File: config.mk
export PLATFORM = sky130hd
export DESIGN_NAME = timer_reg_if
export DESIGN_NICKNAME = d
export VERILOG_FILES = /design/src/rtl/timer_pkg.sv /design/src/rtl/timer_apb_fsm.sv /design/src/rtl/timer_reg_if.sv
export SDC_FILE = /design/constraint.sdc
export NUM_CORES = 1
export LEC_CHECK = 0
export ABC_AREA = 1
export BUFFER_PORTS_ARGS = -buffer_cell sky130_fd_sc_hd__buf_2
export CELL_PAD_IN_SITES_DETAIL_PLACEMENT = 1
export CELL_PAD_IN_SITES_GLOBAL_PLACEMENT = 2
export CORE_MARGIN = 3
export CORE_UTILIZATION = 25
export CTS_CLUSTER_DIAMETER = 40
export CTS_CLUSTER_SIZE = 14
export DETAILED_ROUTE_END_ITERATION = 10
export GPL_ROUTABILITY_DRIVEN = 0
export PLACE_DENSITY = 0.76
export SYNTH_ARGS = -nofsm -noshare
export SYNTH_HDL_FRONTEND = slang
export SYNTH_HIERARCHICAL = 1
export SYNTH_SLANG_ARGS = --single-unit
export TNS_END_PERCENT = 5
File: constraint.sdc
create_clock -name clk -period 0.98 [get_ports clk]
set_input_delay 0.098 -clock clk [delete_from_list [all_inputs] [get_ports clk]]
set_output_delay 0.098 -clock clk [all_outputs]
set_load 0.02 [all_outputs]
File: src/rtl/timer_pkg.sv
// Shared definitions for the timer register interface.
// Contents: register byte addresses, TCR/TSR/TIE bit positions,
// the clock-divide select enum and the APB bus FSM state enum.
package timer_pkg;

  // Register byte addresses
  localparam logic [7:0] ADDR_TDR  = 8'h00;
  localparam logic [7:0] ADDR_TCR  = 8'h01;
  localparam logic [7:0] ADDR_TSR  = 8'h02;
  localparam logic [7:0] ADDR_TIE  = 8'h03;
  localparam logic [7:0] ADDR_TCNT = 8'h04;

  // TCR bit positions (CKS occupies bits TCR_CKS_HI:TCR_CKS_LO)
  localparam int TCR_LOAD   = 7;
  localparam int TCR_DIR    = 5;
  localparam int TCR_EN     = 4;
  localparam int TCR_CKS_HI = 1;
  localparam int TCR_CKS_LO = 0;

  // TSR / TIE bit positions
  localparam int TSR_OVF   = 0;
  localparam int TSR_UDF   = 1;
  localparam int TIE_OVFIE = 0;
  localparam int TIE_UDFIE = 1;

  // Counter clock divide select
  typedef enum logic [1:0] {
    CKS_DIV1 = 2'b00,
    CKS_DIV2 = 2'b01,
    CKS_DIV4 = 2'b10,
    CKS_DIV8 = 2'b11
  } cks_e;

  // APB bus FSM states
  typedef enum logic [1:0] {
    S_IDLE  = 2'b00,
    S_SETUP = 2'b01,
    S_WAIT  = 2'b10,
    S_DONE  = 2'b11
  } bus_state_e;

endpackage

File: src/rtl/timer_apb_fsm.sv
// APB3 slave bus sequencer for the timer register block.
// Every transfer takes exactly one wait state:
//   IDLE -> SETUP (psel & !penable) -> WAIT (penable) -> DONE -> IDLE.
// Handshake: a transfer completes only in the single cycle where
// pready=1 (state DONE); the master holds psel/paddr/pwrite/pwdata
// stable until it sees pready. Dropping psel before DONE abandons the
// transfer with no register side effect.
// Ports:
//   clk, rst          clock, asynchronous active-high reset
//   psel, penable,
//   pwrite            APB control inputs
//   state             current FSM state (debug / read capture timing)
//   pready            registered, high only in DONE
//   wr_stb            registered, high in DONE of a write transfer
module timer_apb_fsm
  import timer_pkg::*;
(
  input  logic       clk,
  input  logic       rst,
  input  logic       psel,
  input  logic       penable,
  input  logic       pwrite,
  output bus_state_e state,
  output logic       pready,
  output logic       wr_stb
);

  always_ff @(posedge clk or posedge rst) begin
    if (rst) begin
      state  <= S_IDLE;
      pready <= 1'b0;
      wr_stb <= 1'b0;
    end else begin
      pready <= 1'b0;
      wr_stb <= 1'b0;
      case (state)
        S_IDLE: begin
          if (psel && !penable) state <= S_SETUP;
        end
        S_SETUP: begin
          if (!psel)        state <= S_IDLE;
          else if (penable) state <= S_WAIT;
        end
        S_WAIT: begin
          if (!psel) begin
            state <= S_IDLE;
          end else begin
            state  <= S_DONE;
            pready <= 1'b1;
            wr_stb <= pwrite;
          end
        end
        S_DONE: begin
          state <= S_IDLE;
        end
        default: state <= S_IDLE;
      endcase
    end
  end

endmodule

File: src/rtl/timer_reg_if.sv
// Timer register interface: APB3 slave exposing TDR/TCR/TSR/TIE/TCNT
// and driving the counter core control signals.
// Register writes commit on the clock edge that ends the DONE cycle, so
// control outputs change in the cycle after DONE. Read data is captured
// on entry to DONE and is zero in every other cycle.
// Ports:
//   clk, rst                      clock, asynchronous active-high reset
//   psel, penable, pwrite,
//   paddr, pwdata                 APB request
//   prdata, pready, pslverr       APB response (pslverr tied 0)
//   cnt_val                       live counter value (TCNT)
//   ovf_evt, udf_evt              one-cycle event pulses from the core
//   tdr_o, load_o                 reload value and one-cycle load strobe
//   en_o, dir_o, cks_o            counter enable, direction, divide select
//   irq_o                         level interrupt
module timer_reg_if
  import timer_pkg::*;
#(
  parameter int ADDR_W = 8,
  parameter int DATA_W = 8
) (
  input  logic              clk,
  input  logic              rst,
  input  logic              psel,
  input  logic              penable,
  input  logic              pwrite,
  input  logic [ADDR_W-1:0] paddr,
  input  logic [DATA_W-1:0] pwdata,
  output logic [DATA_W-1:0] prdata,
  output logic              pready,
  output logic              pslverr,
  input  logic [7:0]        cnt_val,
  input  logic              ovf_evt,
  input  logic              udf_evt,
  output logic [7:0]        tdr_o,
  output logic              load_o,
  output logic              en_o,
  output logic              dir_o,
  output logic [1:0]        cks_o,
  output logic              irq_o
);

  bus_state_e bus_state;
  logic       wr_stb;

  timer_apb_fsm u_fsm (
    .clk     (clk),
    .rst     (rst),
    .psel    (psel),
    .penable (penable),
    .pwrite  (pwrite),
    .state   (bus_state),
    .pready  (pready),
    .wr_stb  (wr_stb)
  );

  // Register storage
  logic [7:0] tdr;
  logic       en;
  logic       dir;
  cks_e       cks;
  logic [1:0] tsr;
  logic [1:0] tie;
  logic       load;
  logic       irq;

  logic [7:0] wdata;
  logic       wr_tdr, wr_tcr, wr_tsr, wr_tie;
  logic [1:0] tsr_clr;
  logic [1:0] evt;
  logic       rd_cap;
  logic [7:0] rdata;

  assign wdata  = pwdata[7:0];
  assign wr_tdr = wr_stb && (paddr == ADDR_W'(ADDR_TDR));
  assign wr_tcr = wr_stb && (paddr == ADDR_W'(ADDR_TCR));
  assign wr_tsr = wr_stb && (paddr == ADDR_W'(ADDR_TSR));
  assign wr_tie = wr_stb && (paddr == ADDR_W'(ADDR_TIE));

  assign tsr_clr = wr_tsr ? {wdata[TSR_UDF], wdata[TSR_OVF]} : 2'b00;
  assign evt     = {udf_evt, ovf_evt};

  // Read data is sampled on the WAIT->DONE edge so it is valid in DONE.
  assign rd_cap = (bus_state == S_WAIT) && psel && !pwrite;

  always_comb begin
    rdata = 8'h00;
    if (paddr == ADDR_W'(ADDR_TDR)) begin
      rdata = tdr;
    end else if (paddr == ADDR_W'(ADDR_TCR)) begin
      rdata[TCR_DIR]                 = dir;
      rdata[TCR_EN]                  = en;
      rdata[TCR_CKS_HI:TCR_CKS_LO]   = cks;
    end else if (paddr == ADDR_W'(ADDR_TSR)) begin
      rdata[TSR_UDF] = tsr[1];
      rdata[TSR_OVF] = tsr[0];
    end else if (paddr == ADDR_W'(ADDR_TIE)) begin
      rdata[TIE_UDFIE] = tie[1];
      rdata[TIE_OVFIE] = tie[0];
    end else if (paddr == ADDR_W'(ADDR_TCNT)) begin
      rdata = cnt_val;
    end
  end

  always_ff @(posedge clk or posedge rst) begin
    if (rst) begin
      tdr    <= 8'h00;
      en     <= 1'b0;
      dir    <= 1'b0;
      cks    <= CKS_DIV1;
      tsr    <= 2'b00;
      tie    <= 2'b00;
      load   <= 1'b0;
      irq    <= 1'b0;
      prdata <= '0;
    end else begin
      if (wr_tdr) tdr <= wdata;
      if (wr_tcr) begin
        en  <= wdata[TCR_EN];
        dir <= wdata[TCR_DIR];
        cks <= cks_e'(wdata[TCR_CKS_HI:TCR_CKS_LO]);
      end
      if (wr_tie) tie <= {wdata[TIE_UDFIE], wdata[TIE_OVFIE]};
      // LOAD is never stored; it only produces this one-cycle strobe.
      load <= wr_tcr && wdata[TCR_LOAD];
      // Clear first, then OR in events so a coincident event wins.
      tsr  <= (tsr & ~tsr_clr) | evt;
      irq  <= |(tsr & tie);
      prdata <= rd_cap ? DATA_W'(rdata) : '0;
    end
  end

  assign pslverr = 1'b0;
  assign tdr_o   = tdr;
  assign load_o  = load;
  assign en_o    = en;
  assign dir_o   = dir;
  assign cks_o   = cks;
  assign irq_o   = irq;

endmodule
==> metrics.csv <==
stage;metric;value;unit
clock_network;CTS max path bufs;2;
floorplan;Die H;82.9;um
timing;Worst Hold Slack;0.0200;ns
timing;Setup WS post-layout;-0.0439;ns
synthesis;Ys Warns;6;
global_routing;number of global-route vias before repair;1434;
global_routing;largest net degree at the start of global routing;27;
final_layout;Layout area overhead;44.1;%
clock_network;H-tree Lvls;2;
final_layout;non-filler cells, final;311;
synthesis;Synth Cell Area;1480;um^2
critical_path;WS Path Type;reg2reg;
floorplan;Die Span X;82.9;um
critical_path;Slowest-stage cell, CP;dfrtp_1;
synthesis;register area share after synthesis;0.508;
final_layout;# diodes;0;
timing;Setup TNS Final;-0.176;ns
timing;Setup violations, final;8;
critical_path;Crit path buffers/inverters;1;
clock_network;clock buffer count from CTS;5;
drt;DR pass1 iterations;2;
clock_network;TritonCTS clock tree;yes;
synthesis;synth unique cells;25;
clock_network;CTS Sinks;30;
outcome;status;finished with violations;
floorplan;I/O Pins;55;
critical_path;arrival time worst endpoint;1.22;ns
clock_network;clk root buf;clkbuf_8;
critical_path;crit path max fanout;6;
floorplan;starting density of the core;0.263;
synthesis;syn avg cell area;8.80;um^2
critical_path;Worst EP required;1.18;ns
placed_design;Final HPWL DP;3320;um
job;max-cap violations;0;
placed_design;PortBufs;53;
synthesis;Yosys reg bits;30;
global_routing;Overflow after GRT;0;
critical_path;CP max stage delay;0.39;ns
floorplan;Rows;27;
timing;Final period util;1.04;
final_layout;Final #Nets;271;
timing;Fin. Hold Viols;0;
clock_network;clk_lat worst skew;0.28;ns
pwr;P_leak;0.00115;uW
clock_network;Clock Pin Slew Worst Setup and Hold Paths;0.06;ns
critical_path;CP Cell Sequence;nor2_2 > nand3_2 > inv_4 > o21ai_2 > a21oi_1;
final_layout;share of cells above drive strength 1;0.464;
floorplan;Die ar.;6870;um^2
global_routing;first-pass GRT wire length;6760;um
pwr;worst vdd ir;0.000430;V
critical_path;Critical Path End Type;register;
pwr;Final Power;2460;uW
drt;WL final;4080;um
drt;Via-to-Cell Ratio;4.33;
global_routing;initial antenna violation count;0;
timing;Final Max Tran Viols;0;
drt;DR vias;1347;
timing;Fmax;977;MHz
placed_design;Placed Cells incl. Taps;304;
drt;DRC;0;
pwr;power density over the cells;1160;nW/um^2
global_routing;GRT Resource Usage Total;0.125;
timing;RSZ-0062 raised after global routing;yes;
timing;Max Clock Skew;0.00624;ns
drt;post-route ant nets;0;
synthesis;syn nets;199;
synthesis;cells after synthesis;168;
critical_path;Startpoint Class;register;
final_layout;FILL cells;696;
outcome;failing checks;negative setup slack;
critical_path;CP top delay family;flip-flops;
drt;Initial DRC Count;24;
floorplan;core area;5610;um^2
timing;min cycle time layout;1.02;ns
min_path;Hold Crit Class;in2reg;
drt;routed length per instance;13.1;um
## layer usage
layer  routed length [um]  GRT usage  share of wire
met1                 1820      0.152           0.45
met2                 2000      0.199           0.49
met3                  195     0.0367          0.048
met4                   65     0.0624          0.016
met5                    0          0              0
## state kept, by name, summed over array words and instances (netlist names), 2 cells and up
name and count:
tdr_o 8, tsr 2, prdata 8, cks_o 2, u_fsm/state 2, tie 2
## area by class of cell
class                      instances  area, um^2  share of cell area
clock buffer                       6        82.6              0.0388
inverter                          27         106              0.0499
multi-input combinational        106         633               0.297
timing repair buffer              70         462               0.217
tap                               72        90.1              0.0423
sequential                        30         756               0.355
## metrics by stage
| step | area [um^2] | setup slack (ns) | utilization |
|---|---|---|---|
| floorplan | 1480 | -0.0258 | - |
| global route | 2130 | -0.118 | 0.380 |
| detailed placement | 1930 | -0.229 | 0.344 |
| finish | 2130 | -0.0439 | 0.380 |
| CTS | 2030 | -0.0542 | 0.362 |
| global placement | 1930 | -0.216 | 0.344 |
## cells in the final DEF (no fill, tap or decap), types with 3 or more instances in the layout
master    instances
buf_2            45
dfrtp_2           4
clkbuf_8          6
buf_6             9
o211ai_1          4
nand2_1          33
a21oi_2           3
inv_1            23
nor2_1           10
buf_4            14
a21oi_1           3
nand3_1          15
o21ai_1           5
dfrtp_1          26
nor2_4            5
o21ai_2          11
## worst reg2reg max path, stage by stage (launching register included)
cell and delay [ns]:
dfrtp_1 0.39, nor2_2 0.12, nand3_2 0.12, inv_4 0.12, o21ai_2 0.06, a21oi_1 0.13
## where the power goes
part | internal [uW] | switching [uW]
Sequential | 1250 | 8.60
Combinational | 102 | 133
Clock | 540 | 432
## cells in the mapped netlist
cell type,number,share of area
buf_4,2,0.010
inv_4,1,0.0042
nand2_1,35,0.089
conb_1,1,0.0025
nand3_1,16,0.054
inv_1,24,0.061
a21oi_1,6,0.020
o21ai_0,7,0.024
nor2_4,4,0.030
inv_2,1,0.0025
nand4_4,1,0.014
dfrtp_1,30,0.51
o211ai_1,4,0.020
nand3_4,1,0.012
o21ai_2,6,0.036
o22ai_1,1,0.0042
nand2_4,2,0.015
or2_4,1,0.0059
nand4_1,2,0.0085
o21bai_1,2,0.010
buf_2,1,0.0034
buf_6,2,0.015
clkinv_1,1,0.0025
nor2_1,13,0.033
o21ai_1,4,0.014
## cell families (layout without fill, tap and decap cells)
family,count (synthesis),count (layout),share of synthesized area
AO/OA/AOI/OAI,30,30,0.128
buffers and inverters,32,103,0.0991
other,1,1,0.00254
AND/OR/NAND/NOR,75,75,0.262
flip-flops,30,30,0.508
## worst paths after layout
check | from | to | slack (ns) | depth (start not counted)
max reg2reg | u_fsm/state[0] | prdata[1] | -0.04 | 5
min in group asynchronous | rst | u_fsm/state[0] | 0.25 | 3
min reg2reg | tdr_o[2] | tdr_o[2] | 0.52 | 2
max in group asynchronous | rst | tdr_o[1] | 0.26 | 4
max | u_fsm/state[0] | prdata[1] | -0.04 | 5
min | ovf_evt | tsr[0] | 0.02 | 2
## timing repair
action | CTS | global route
hold buffers | 1 | 0
pin swaps | 2 | 8
endpoints found under the setup margin | 20 | 22
endpoints found under the hold margin | 30 | 0
setup buffers | 0 | 0
gates resized for setup | 10 | 32
(Power assumes the default switching activity.)
